--- src/rtl/flash_spi_reader.sv ---
// flash_spi_reader
// Read-only SPI master (mode 0) for the boot/program flash. A request from
// the MMU issues a flash READ (0x03) with a 24-bit address and returns one
// 32-bit little-endian word together with a single-cycle rvalid_o pulse.
//
// Ports
//   clk          system clock
//   rst          asynchronous active-low reset
//   req_i        read request, held until accepted (req_i && ready_o)
//   addr_i       flash byte address, sampled only at accept
//   ready_o      block idle, able to accept
//   rvalid_o     one-cycle pulse, rdata_o valid
//   rdata_o      read word, held until the next rvalid_o
//   spi_cs_n_o   flash chip select, active-low
//   spi_sck_o    SPI clock, idle low
//   spi_mosi_o   command/address to flash
//   spi_miso_i   data from flash
module flash_spi_reader #(
    parameter int CLK_DIV = 2  // SCK half-period in clk cycles, 1..255
) (
    input  logic        clk,
    input  logic        rst,
    input  logic        req_i,
    input  logic [23:0] addr_i,
    output logic        ready_o,
    output logic        rvalid_o,
    output logic [31:0] rdata_o,
    output logic        spi_cs_n_o,
    output logic        spi_sck_o,
    output logic        spi_mosi_o,
    input  logic        spi_miso_i
);

    localparam int DIV_W = (CLK_DIV > 1) ? $clog2(CLK_DIV) : 1;
    localparam logic [DIV_W-1:0] DIV_LAST = DIV_W'(CLK_DIV - 1);

    typedef enum logic [1:0] {
        S_IDLE,
        S_SETUP,
        S_SHIFT,
        S_DONE
    } state_t;

    state_t           r_state;
    state_t           w_next;
    logic [DIV_W-1:0] r_div;
    logic [6:0]       r_bit;     // completed bits, 0..64
    logic             r_sck;
    logic [31:0]      r_tx;
    logic [31:0]      r_rx;
    logic [31:0]      r_rdata;
    logic             w_accept;
    logic             w_div_end;
    logic             w_last_bit;

    assign w_accept   = req_i && (r_state == S_IDLE);
    assign w_div_end  = (r_div == DIV_LAST);
    assign w_last_bit = (r_bit == 7'd63);

    // ---------------- FSM ----------------
    always_ff @(posedge clk or negedge rst) begin
        if (!rst) r_state <= S_IDLE;
        else      r_state <= w_next;
    end

    always_comb begin
        w_next = r_state;
        case (r_state)
            S_IDLE:  if (w_accept) w_next = S_SETUP;
            S_SETUP: if (w_div_end) w_next = S_SHIFT;
            // A bit completes at the end of its SCK low phase.
            S_SHIFT: if (w_div_end && !r_sck && w_last_bit) w_next = S_DONE;
            S_DONE:  w_next = S_IDLE;
            default: w_next = S_IDLE;
        endcase
    end

    // ---------------- datapath ----------------
    always_ff @(posedge clk or negedge rst) begin
        if (!rst) begin
            r_div   <= '0;
            r_bit   <= '0;
            r_sck   <= 1'b0;
            r_tx    <= '0;
            r_rx    <= '0;
            r_rdata <= '0;
        end else begin
            case (r_state)
                S_IDLE: begin
                    if (w_accept) begin
                        r_tx  <= {8'h03, addr_i};
                        r_div <= '0;
                        r_bit <= '0;
                        r_sck <= 1'b0;
                    end
                end
                S_SETUP: begin
                    if (w_div_end) begin
                        // First rising SCK: sample MISO on the same edge.
                        r_div <= '0;
                        r_sck <= 1'b1;
                        r_rx  <= {r_rx[30:0], spi_miso_i};
                    end else begin
                        r_div <= r_div + DIV_W'(1);
                    end
                end
                S_SHIFT: begin
                    if (w_div_end) begin
                        r_div <= '0;
                        if (r_sck) begin
                            // Falling SCK: advance MOSI. Zero fill makes MOSI
                            // read 0 through the RX half.
                            r_sck <= 1'b0;
                            r_tx  <= {r_tx[30:0], 1'b0};
                        end else begin
                            r_bit <= r_bit + 7'd1;
                            if (!w_last_bit) begin
                                r_sck <= 1'b1;
                                r_rx  <= {r_rx[30:0], spi_miso_i};
                            end else begin
                                // First received byte sits in r_rx[31:24];
                                // return it as the least significant byte.
                                r_rdata <= {r_rx[7:0], r_rx[15:8],
                                            r_rx[23:16], r_rx[31:24]};
                            end
                        end
                    end else begin
                        r_div <= r_div + DIV_W'(1);
                    end
                end
                default: ;
            endcase
        end
    end

    assign ready_o    = (r_state == S_IDLE);
    assign rvalid_o   = (r_state == S_DONE);
    assign rdata_o    = r_rdata;
    assign spi_cs_n_o = !((r_state == S_SETUP) || (r_state == S_SHIFT));
    assign spi_sck_o  = r_sck;
    assign spi_mosi_o = r_tx[31];

endmodule

--- config.mk ---
export PLATFORM = sky130hd
export DESIGN_NAME = flash_spi_reader
export DESIGN_NICKNAME = d
export VERILOG_FILES = /design/src/rtl/flash_spi_reader.sv
export SDC_FILE = /design/constraint.sdc
export NUM_CORES = 1
export LEC_CHECK = 0
export BUFFER_PORTS_ARGS = -buffer_cell sky130_fd_sc_hd__buf_2
export CAP_MARGIN = 10
export CELL_PAD_IN_SITES_DETAIL_PLACEMENT = 2
export CELL_PAD_IN_SITES_GLOBAL_PLACEMENT = 2
export CORE_MARGIN = 2
export CORE_UTILIZATION = 42
export CTS_CLUSTER_DIAMETER = 120
export CTS_CLUSTER_SIZE = 14
export DETAILED_ROUTE_END_ITERATION = 10
export HOLD_SLACK_MARGIN = 0.06
export PLACE_DENSITY_LB_ADDON = 0.1
export SLEW_MARGIN = 20
export SYNTH_ARGS = -nofsm -noshare
export SYNTH_HDL_FRONTEND = slang
export SYNTH_SLANG_ARGS = --single-unit
--- constraint.sdc ---
create_clock -name clk -period 3.43 [get_ports clk]
set_input_delay 0 -clock clk [delete_from_list [all_inputs] [get_ports clk]]
set_output_delay 0 -clock clk [all_outputs]
set_load 0.05 [all_outputs]
======== Word level (Yosys, flattened, before mapping) ========
Cells that the tools add are included.
cells by class
  reductions and logical operators ........ 19
  equal/unequal tests ..................... 11
  muxes and demuxes ....................... 25
  add/sub/neg operators ................... 2
  bitwise gates (word level) .............. 1
operator list
  operator                                                                  count
  32-bit 2-to-1 mux                                                         7
  32-bit case mux with 2 select lines                                       2
  7-bit 2-to-1 mux                                                          3
  4-bit AND reduction                                                       4
  7-bit case mux with 2 select lines                                        1
  2-bit inequality test (second input constant)                             6
  2-bit case mux with 4 select lines                                        1
  7-bit by 1-bit adder with 7-bit output (second input constant)            1
  7-bit by 6-bit equality test with 1-bit output (second input constant)    1
  1-bit 2-to-1 mux                                                          6
  2-bit 2-to-1 mux                                                          3
  2-bit nonzero test                                                        3
  5-bit AND reduction                                                       1
  2-bit equality test (second input constant)                               2
  1-bit logical AND                                                         3
  1-bit case mux with 3 select lines                                        1
  3-bit AND reduction                                                       1
  3-bit nonzero test                                                        1
  2-bit by 1-bit equality test with 1-bit output (second input constant)    1
  1-bit zero test                                                           2
  2-bit zero test                                                           1
  2-bit by 1-bit inequality test with 1-bit output (second input constant)  1
  1-bit case mux with 2 select lines                                        1
  2-bit AND reduction                                                       1
  4 further kinds                                                           4
word-level totals
  output and inout port bits .............. 37
  bits in registers ....................... 107
  input port bits ......................... 28

======== Longest topological paths before layout ========
  depth in word-level cells ............... 5
  gate-level depth with buffers ........... 8
  mapped depth without buffers ............ 6

======== Worst setup path after synthesis ========
Ideal clock, no wire load.
  path kind ............................... register to register
  from .................................... reg r_state[0]
  to ...................................... reg r_tx[10]
  data required time ...................... 3.293 ns
  stages on the path, launching flop included .. 7
  path slack .............................. 1.244 ns
  arrival time ............................ 2.049 ns
  path through ............................ dfrtp_1 -> inv_1 -> ha_1 -> mux2i_1 -> a21oi_1 -> clkbuf_1 -> a21oi_1
on the way
  longest elaborated chain between the ends .. 4
  elaborated cells between the ends (all ways) .. 9
ends and longest elaborated chain
  what                                                        line  text
  start, declared                                             44    state_t r_state;
  start signal, assigned                                      63    else r_state <= w_next;
  2-bit zero test (*)                                         -
  via ready_o                                                 25    output logic ready_o,
  1-bit logical AND                                           56    assign w_accept = req_i && (r_state == S_IDLE);
  2-bit by 1-bit inequality test with 1-bit output (no line)  -
  4-bit AND reduction (no line)                               -
  end signal, assigned                                        91    r_tx <= {8'h03, addr_i};
  end signal, assigned                                        114   r_tx <= {r_tx[30:0], 1'b0};
  end, declared                                               49    logic [31:0] r_tx;
Mark *: on every way through the listed nets, which the timed path passes. The rest lies on a longest branch.
A chain may end at the register's enable or synchronous reset.

======== Worst setup path in the final report ========
  from .................................... reg r_div
  to ...................................... reg r_rdata[28] (netlist: rdata_o[28])
on the way
  longest elaborated chain between the ends .. 1
ends and longest elaborated chain
  what                           line  text
  start, declared                46    logic [DIV_W-1:0] r_div;
  start signal, assigned         104   r_div <= r_div + DIV_W'(1);
  start signal, assigned         128   r_div <= r_div + DIV_W'(1);
  4-bit AND reduction (no line)  -
  end signal, assigned           123   r_rdata <= {r_rx[7:0], r_rx[15:8],
  end, declared                  51    logic [31:0] r_rdata;
Every way passes these cells.

==> impl_metrics.env <==
export IMPL_clk_pin_slew_ns=0.10
export IMPL_synth_area_mm2=0.00464
export IMPL_synth_async_reset_ratio_pct=100
export IMPL_worst_pin_slew_ns=1.06
export IMPL_synth_area_per_cell_um2=13.2
export IMPL_routed_wl_um=9850
export IMPL_grt_pass1_wl_um=16400
export IMPL_synth_distinct_cells=33
export IMPL_viasPerCell=5.04
export IMPL_synth_area_top_cells="dfrtp_1 (58%), mux2_4 (9.7%), mux2_2 (8.2%)"
export IMPL_status="complete, no violations"
export IMPL_min_period_over_period_pct=70.4
export IMPL_synth_seq_cells=107
export IMPL_hold_class="primary input to asynchronous set/reset pin"
export IMPL_io_buffers=64
export IMPL_core_mm2=0.0108
export IMPL_io_pins=65
export IMPL_clock_sinks=107
export IMPL_maxUsedRoutingLayer="met4"
export IMPL_cp_arrival_ns=2.66
export IMPL_met2_length_um=5030
export IMPL_crit_chain="nand2b_2 > nor4b_4 > nand2_2 > mux2_4"
export IMPL_yosysTopAreaCell="dfrtp_1"
export IMPL_critPathLaunchType="flop"
export IMPL_final_cell_mix="dfrtp_1 (107), buf_2 (63), nor2_1 (37), mux2_2 (34), mux2_4 (30)"
export IMPL_final_common_cell="dfrtp_1"
export IMPL_crit_slowest_cell="nand2_2"
export IMPL_fin_nets=475
export IMPL_ir_worst_vdd_v=0.000365
export IMPL_post_cts_buffers=0
export IMPL_grt_max_degree=86
export IMPL_dieArea_mm2=0.0119
export IMPL_end_kind="flop"
export IMPL_synth_edf_count=0
export IMPL_synthCells=351
export IMPL_n_antenna_cell=0
export IMPL_syn_nets=385
export IMPL_path_class="flop to flop"
export IMPL_antenna_found_initial=0
export IMPL_layout_drive_gt1_share_pct=35.2
export IMPL_power_per_cell_area_mw_per_mm2=734
export IMPL_overflow=0
export IMPL_clkLatencyLatePin_ns=0.37
export IMPL_clockBufferDepth=2
export IMPL_wire_per_inst_um=16.8
export IMPL_worst_clock_skew_ns=0.0134
export IMPL_gp_congestion=0.763
export IMPL_start_util_pct=43.0
export IMPL_cts_buffers=9
export IMPL_chipHeight_um=109
export IMPL_regToRegEndpoint="rdata_o[28]"
export IMPL_synthFlopType="dfrtp_1"
export IMPL_final_min_clock_period_ns=2.41
export IMPL_drt_met1_wl_um=4330
export IMPL_grt_pass1_vias=3206
export IMPL_grt_setup_unrepaired="false"
export IMPL_design_area_mm2=0.00554
export IMPL_critical_path_peak_fanout=32
export IMPL_drtPass1Iterations=3
export IMPL_htree_levels=3
export IMPL_cts_tree="built"
export IMPL_fp_dieW_um=109
export IMPL_cap_viol_max_count=0
export IMPL_leakage_nw=2.77
export IMPL_dp_hpwl_um=6370
export IMPL_rows=38
export IMPL_r2r_slack_ns=1.02
export IMPL_vias=2952
export IMPL_fmax_mhz=414
export IMPL_tns_ns=0
export IMPL_r2r_start="r_div"
export IMPL_yosys_warnings=0
export IMPL_track_usage_pct=18.2
export IMPL_final_hold_viol_count=0
export IMPL_dr_wl_met3_um=248
export IMPL_reg2reg_depth=4
export IMPL_synth_seq_area_share_pct=57.7
export IMPL_area_growth_syn_to_layout_pct=19.3
export IMPL_worstPathRequired_ns=3.68
export IMPL_slew_headroom_pct=29.2
export IMPL_antenna_left=0
export IMPL_max_stage_delay_ns=0.65
export IMPL_netlist_area_leader_share_pct=57.7
export IMPL_placed_cell_area_mm2=0.00508
export IMPL_root_buffer="clkbuf_8"
export IMPL_remaining_drc_errors=0
export IMPL_setup_viol=0
export IMPL_drt_iter0_drc=139
export IMPL_drv_slew=0
export IMPL_final_util_pct=51.3
[cell usage after synthesis, types with 2 or more instances]
library cell / number
inv_1: 17
mux2i_1: 25
mux2_4: 30
nand3_1: 8
a21oi_1: 28
ha_1: 6
mux2_2: 34
nor4_1: 2
a2111oi_0: 3
o21ai_0: 10
buf_2: 6
buf_6: 6
xnor2_1: 4
dfrtp_1: 107
clkbuf_1: 5
nand2_1: 6
nor2_1: 37
o31ai_1: 2
[final cells by class]
class	count	area, um2
fillers	1057	5250
flip-flops and latches	107	2680
multi-input cells	210	1810
repair buffers	96	634
well taps	140	175
clock buffers	10	138
inverters	17	63.8
clock inverters	6	45.0
[metal layers]
layer	up-vias	GRT usage (%)
met5	-	0
met4	0	8.06
met3	14	2.69
met2	47	31.2
met1	1499	22.7
li1	1392	-
[where the power goes]
part           leakage, nW  total [mW]  internal (mW)  switching, mW
sequential            1.37        1.84           1.59          0.244
combinational         1.30        1.50          0.610          0.892
clock               0.0974       0.728          0.291          0.437
[per-stage QoR]
step / worst slack, ns / hold slack [ns] / instances / total power [mW]
finish: 1.02 / 0.239 / 586 / 4.07
CTS: 0.961 / 0.393 / 586 / 4.13
global placement: 1.00 / 0.237 / 543 / 3.26
detailed placement: 0.984 / 0.244 / 543 / 3.35
floorplan: 1.24 / -0.296 / 351 / 2.98
global route: 0.749 / 0.290 / 586 / 4.39
[worst max-delay path, delay by kind of cell (launching register included)]
family	cells	cell delay [ns]
flops	1	0.55
mux	1	0.53
simple gates	3	1.20
[worst max path at each step]
stage | startpoint | endpoint | slack [ns] | cells past startpoint
4_1_cts | r_div | rdata_o[27] | 0.96 | 4
6_report | r_div | rdata_o[28] | 1.02 | 4
3_3_place_gp | spi_sck_o | rdata_o[18] | 1.00 | 4
3_5_place_dp | r_state[0] | rdata_o[8] | 0.98 | 5
5_1_grt | r_state[0] | r_tx[31] | 0.75 | 8
2_1_floorplan | r_state[0] | r_tx[10] | 1.24 | 6
[what timing repair did]
item	CTS	global route
hold endpoints to repair	109	0
hold buffers	27	0
resized for setup	0	0
[flip-flops by register name, summed over array words and instances, names as in the netlist]
register / count
r_rx: 32
r_bit: 7
r_div: 1
r_tx: 32
rdata_o: 32
r_state: 2
spi_sck_o: 1
[cell families (layout without fill, tap and decap cells)]
kind of cell	Yosys count	in the layout	share of synthesized area, %
XOR/XNOR	4	4	0.755
adder cells (fa/ha/maj)	6	6	1.62
multiplexers	90	90	23.6
AND/OR/NAND/NOR	60	60	6.09
flip-flops	107	107	57.7
buffers and inverters	34	129	3.88
AO/OA/AOI/OAI	50	50	6.39
No activity file was read; power rests on OpenSTA's default activity.
